$ cat src/rtl/multicycle_sequencer_pkg.sv
// Shared types for the multi-cycle stage sequencer.
// State encoding and small constants used by the top and its helpers.
package multicycle_sequencer_pkg;

    typedef enum logic [1:0] {
        SEQ_IDLE   = 2'd0,
        SEQ_RUN    = 2'd1,
        SEQ_HALTED = 2'd2
    } seq_state_t;

    localparam int SEQ_MIN_STAGES = 2;

endpackage

$ cat src/rtl/multicycle_sequencer_watchdog.sv
// Per-stage watchdog: counts active cycles since stage entry.
// Entry cycle counts as 1; expire flags the TMO_MAX-th active cycle.
module stage_watchdog #(
    parameter int TMO_W   = 8,
    parameter int TMO_MAX = 200
) (
    input  logic clk,
    input  logic rst,
    input  logic clear,
    input  logic enable,
    output logic expire
);

    localparam logic [TMO_W-1:0] LIMIT = TMO_W'(TMO_MAX);
    localparam logic [TMO_W-1:0] ONE   = TMO_W'(1);

    logic [TMO_W-1:0] cnt;

    // Load 1 on the edge entering a stage, then count up and hold at the limit
    always_ff @(posedge clk) begin
        if (!rst) begin
            cnt <= '0;
        end else if (clear) begin
            cnt <= ONE;
        end else if (enable && cnt != LIMIT) begin
            cnt <= cnt + ONE;
        end
    end

    assign expire = (TMO_MAX != 0) && enable && (cnt == LIMIT);

endmodule

$ cat src/rtl/multicycle_sequencer.sv
// Stage sequencer for the multi-cycle core: one-hot stage enables,
// flush/redirect, stall watchdog, halt and commit/cycle counters.
module multicycle_sequencer
    import multicycle_sequencer_pkg::*;
#(
    parameter int NSTAGE  = 4,
    parameter int CNT_W   = 64,
    parameter int TMO_W   = 8,
    parameter int TMO_MAX = 200
) (
    input  logic              clk,
    input  logic              rst,
    input  logic [NSTAGE-1:0] stage_done,
    input  logic [NSTAGE-1:0] stage_bypass,
    input  logic              redirect,
    input  logic              halt,
    output logic [NSTAGE-1:0] stage_valid,
    output logic [NSTAGE-1:0] stage_start,
    output logic              commit,
    output logic              timeout,
    output logic              halted,
    output logic [CNT_W-1:0]  cycle_cnt,
    output logic [CNT_W-1:0]  instret,
    output logic [CNT_W-1:0]  flush_cnt
);

    localparam int SW = (NSTAGE > 1) ? $clog2(NSTAGE) : 1;
    localparam logic [SW-1:0]     LAST  = SW'(NSTAGE - 1);
    localparam logic [SW-1:0]     IONE  = SW'(1);
    localparam logic [NSTAGE-1:0] FIRST = NSTAGE'(1);
    localparam logic [CNT_W-1:0]  CONE  = CNT_W'(1);

    seq_state_t    state;
    logic [SW-1:0] idx;
    logic [SW-1:0] idx_nxt;
    logic          halt_lat;
    logic          run;
    logic          adv;
    logic          last;
    logic          wd_expire;
    logic          abort;
    logic          flush;
    logic          wd_clear;

    assign run     = (state == SEQ_RUN);
    assign adv     = stage_done[idx] | ((idx != '0) & stage_bypass[idx]);
    assign last    = (idx == LAST);
    assign idx_nxt = idx + IONE;
    assign abort   = wd_expire & ~adv;
    assign flush   = redirect | abort;
    assign wd_clear = (state == SEQ_IDLE) | (run & (redirect | adv | abort));

    stage_watchdog #(
        .TMO_W   (TMO_W),
        .TMO_MAX (TMO_MAX)
    ) u_wdog (
        .clk    (clk),
        .rst    (rst),
        .clear  (wd_clear),
        .enable (run),
        .expire (wd_expire)
    );

    // Sequencer FSM with registered stage enables, pulses and counters
    always_ff @(posedge clk) begin
        if (!rst) begin
            state       <= SEQ_IDLE;
            idx         <= '0;
            halt_lat    <= 1'b0;
            stage_valid <= '0;
            stage_start <= '0;
            commit      <= 1'b0;
            timeout     <= 1'b0;
            halted      <= 1'b0;
            cycle_cnt   <= '0;
            instret     <= '0;
            flush_cnt   <= '0;
        end else begin
            commit      <= 1'b0;
            stage_start <= '0;
            unique case (state)
                SEQ_IDLE: begin
                    cycle_cnt <= cycle_cnt + CONE;
                    if (halt) begin
                        state       <= SEQ_HALTED;
                        halted      <= 1'b1;
                        stage_valid <= '0;
                    end else begin
                        state       <= SEQ_RUN;
                        idx         <= '0;
                        stage_valid <= FIRST;
                        stage_start <= FIRST;
                    end
                end
                SEQ_RUN: begin
                    cycle_cnt <= cycle_cnt + CONE;
                    halt_lat  <= halt_lat | halt;
                    if (flush) begin
                        idx         <= '0;
                        stage_valid <= FIRST;
                        stage_start <= FIRST;
                        flush_cnt   <= flush_cnt + CONE;
                        if (abort) begin
                            timeout <= 1'b1;
                        end
                    end else if (adv && last) begin
                        commit  <= 1'b1;
                        instret <= instret + CONE;
                        idx     <= '0;
                        if (halt | halt_lat) begin
                            state       <= SEQ_HALTED;
                            halted      <= 1'b1;
                            stage_valid <= '0;
                        end else begin
                            stage_valid <= FIRST;
                            stage_start <= FIRST;
                        end
                    end else if (adv) begin
                        idx         <= idx_nxt;
                        stage_valid <= FIRST << idx_nxt;
                        stage_start <= FIRST << idx_nxt;
                    end
                end
                SEQ_HALTED: begin
                    stage_valid <= '0;
                    halted      <= 1'b1;
                end
                default: begin
                    state       <= SEQ_IDLE;
                    stage_valid <= '0;
                end
            endcase
        end
    end

endmodule

$ cat config.mk
export PLATFORM = sky130hd
export DESIGN_NAME = multicycle_sequencer
export DESIGN_NICKNAME = d
export VERILOG_FILES = /design/src/rtl/multicycle_sequencer_pkg.sv /design/src/rtl/multicycle_sequencer_watchdog.sv /design/src/rtl/multicycle_sequencer.sv
export SDC_FILE = /design/constraint.sdc
export NUM_CORES = 1
export LEC_CHECK = 0
export BUFFER_PORTS_ARGS = -buffer_cell sky130_fd_sc_hd__buf_2
export CORE_MARGIN = 8
export CORE_UTILIZATION = 61
export CTS_BUF_LIST = sky130_fd_sc_hd__clkbuf_4 sky130_fd_sc_hd__clkbuf_8
export DETAILED_ROUTE_END_ITERATION = 12
export PLACE_DENSITY = 0.88
export SLEW_MARGIN = 20
export SYNTH_ARGS = -nofsm -noshare
export SYNTH_HDL_FRONTEND = slang
export SYNTH_SLANG_ARGS = --single-unit
$ cat constraint.sdc
create_clock -name clk -period 5.6 [get_ports clk]
set_input_delay 0.56 -clock clk [delete_from_list [all_inputs] [get_ports clk]]
set_output_delay 0.56 -clock clk [all_outputs]
set_load 0.02 [all_outputs]
==> results.md <==
- Wirelength, routed: ~27000 um
- Share of the synthesized area in the top cell type: 0.4232
- Status: finished clean
- Die width: 145.4 um
- First-pass GRT wire length: roughly 45000 um
- Power per standard cell area: between 200 and 300 nW/um^2
- Complex-gate fraction of the synthesized area: 0.07812
- Final Net Count: ~1400
- Die area: between 20000 and 25000 um^2
- Fill count: roughly 1300
- GRT overflow: 0
- Max Freq: approximately 330 MHz
- Worst Path Class, Setup: flip-flop to flip-flop
- DRT Pass-1 Iters: 6
- Post-DRT Antenna Nets: 0
- Clk root buf: clkbuf_8
- Max-Cap Viols: 0
- Adder-Cell Fraction of Synth Area: 0.01347
- Clock period minus worst slack: 3.025 ns
- Largest net degree at the start of global routing: around 130
- Syn Area/Cell: between 8 and 9 um^2
- Synth warnings: 0
- CTS tree: done
- Post-Synth Simple-Gate Area: 0.3018
- Post-DR wirelength/cell: between 15 and 20 um
- LEAKAGE: 4.669 nW
- DRC violations left: 0
- Synth top area cells: dfxtp_1 (42%), xnor2_1 (8.6%), nor2_1 (7.2%), xor2_1 (5.7%), nand4_1 (4.6%)
- Synth Area in XOR/XNOR: 0.1423
- Setup TNS: 0 ns
- Hold WS: 0.3404 ns
- Syn-to-layout area delta: 19.54%
- Largest family of logic cells by synthesized area: simple AND/OR/NAND/NOR gates
- Ys async rst share: 0
- Max Used Layer: met4
- Syn_nets: 1242
- Yosys cell types: just under 60
- Core area: around 16000 um^2
- Std-Cell Rows: 47
- Dpl hpwl: ~19000 um
- Worst Clk Skew: 0.03370 ns
- Seq cells post-synth: 216
- Worst setup SP type: flip-flop
- Most common cell after layout, fill and taps aside: dfxtp_1
- Clock slew at reported path FFs: about 0.06 ns
- Vias in the first global route: a little over 9000
- EDFF count, synth: 0
- Worst-skew pair later-pin latency: roughly 0.53 ns
- Final hold violations: 0
- Largest area contributor in the netlist: dfxtp_1
- Post_cts resized: 0
- CTS Buffer Depth: 3
- Maximum vdd ir drop: approximately 0.25 mV
- Mux cell area share after synthesis: 0.009796
- Most frequent cells in the layout: dfxtp_1 (216), buf_2 (214), nor2_1 (196)
- Gate Count Post-Synth: 1219
- Main flop type after synthesis: dfxtp_1
- Synth Cell Area: between 10000 and 15000 um^2
- Number of port buffers: between 200 and 250
- Via Count: approximately 9700
- Initial antenna violation count: 0
- RSZ-0062 raised after global routing: no
- Initial Util: 0.6206
- GPL Wtd Cong: 0.8491
- Worst-margin pin slew: 1.095 ns
- WL met2: about 13000 um
- Proportion of layout cells with a drive suffix above 1: 0.2072
- Element type at the critical path end: flip-flop
- Worst EP required: roughly 6 ns
- H-tree Lvls: 2
- Die H: 145.4 um
- WL met3: 2447 um
- Reg2Reg Setup Slack: between 2 and 3 ns
- Fin. max-slew vios: 0
- CP max FO: 19
- Slew HR: 0.2676
- Seq/Total Area, Yosys: 0.4232
- M1 wire length: 11720 um
- Iter 0 DRT Violations: roughly 660
- I/O pin count: approximately 220
- Hold Path Class: input port to flip-flop
- Crit path DAT: approximately 3.5 ns
- Final period utilization: 0.5401
- Post-CTS setup buffers: 0
- Total CTS buffers: 36
- GRT Util Overall: 0.2466
- CTS hold repair buffers: 0
- Setup violation total in the final timing report: 0
- Sink Count: roughly 220
- Drt via density: 5.836
cells in the mapped netlist, types with 2 or more instances:
cell type,count
a2111oi_0,11
a2111oi_1,5
a211oi_1,13
a21boi_0,2
a21o_1,2
a21oi_1,50
a31oi_1,2
and2_1,18
and3_1,22
and4_1,16
buf_1,5
buf_2,4
clkbuf_1,48
dfxtp_1,216
ha_1,11
inv_1,26
mux2i_1,6
nand2_1,78
nand2b_1,7
nand3_1,79
nand3b_1,4
nand4_1,75
nor2_1,196
nor2b_1,5
nor3_1,33
nor4_1,28
nor4_2,2
nor4b_1,2
o21a_1,2
o21ai_0,25
o2bb2ai_1,2
o31ai_1,4
or3_1,27
or4_1,5
xnor2_1,100
xor2_1,66
layout make-up:
cell class | count | area [um^2] | share of cell area
antenna | 1 | 2.502 | 0.0002049
clock buffer | 56 | 733.2 | 0.06002
timing repair buffer | 221 | 1124 | 0.09198
multi-input combinational | 919 | 5574 | 0.4563
sequential | 216 | 4324 | 0.3540
inverter | 27 | 106.4 | 0.008706
tap | 220 | 275.3 | 0.02253
clock inverter | 9 | 76.32 | 0.006248
power by group:
part	switching [mW]	leakage (nW)	internal, mW	total [mW]
logic	0.0718	2.50	0.0269	0.0988
clock network	0.644	0.429	0.885	1.53
registers	0.0111	1.74	1.55	1.56
total	0.727	4.67	2.46	3.18
state kept, by name, indices dropped and copies added, names as in the netlist:
register / count
instret: 64
idx: 2
u_wdog.cnt: 8
halt_lat: 1
halted: 1
timeout: 1
state: 2
stage_valid: 4
commit: 1
stage_start: 4
cycle_cnt: 64
flush_cnt: 64
metal layers:
metal | vias to the layer above | global-route usage
met2 | 394 | 0.4033
met4 | 0 | 0.07392
met5 | - | 0
li1 | 4697 | -
met1 | 4605 | 0.3063
met3 | 44 | 0.07587
worst paths after layout:
path                 from            end  cells after the start
setup / recovery   idx[0]  flush_cnt[60]                      8
hold / removal       halt       halt_lat                      3
setup reg to reg   idx[0]  flush_cnt[60]                      8
hold reg to reg   timeout        timeout                      2
worst max-delay path, stage by stage, from the launching register on:
cell and delay (ns):
dfxtp_1 0.44, inv_1 0.19, ha_1 0.21, or2_2 0.16, a2bb2oi_4 0.26, a31oi_2 0.46, or4b_1 0.70, or4_1 0.42
a21oi_1 0.14
logic make-up after synthesis:
logic type / Yosys count
xor gates and xnor gates: 166
DFF: 216
AOI/OAI and AO/OA: 124
and+or+nand+nor: 609
buffers and inverters: 84
muxes: 9
adders and majority gates: 11
metrics by stage:
| stage | total power [mW] | std cells | setup WS [ns] | util | cell area, um^2 |
|---|---|---|---|---|---|
| CTS | 3.207 | 1668 | 2.632 | 0.7417 | 12210 |
| global placement | 1.685 | 1603 | 2.740 | 0.6926 | 11400 |
| detailed placement | 1.689 | 1603 | 2.637 | 0.6926 | 11400 |
| floorplan | 1.658 | 1219 | 3.060 | - | 10220 |
| finish | 3.184 | 1669 | 2.575 | 0.7419 | 12220 |
| global route | 3.289 | 1668 | 2.437 | 0.7417 | 12210 |
No activity file was read; power rests on OpenSTA's default activity.
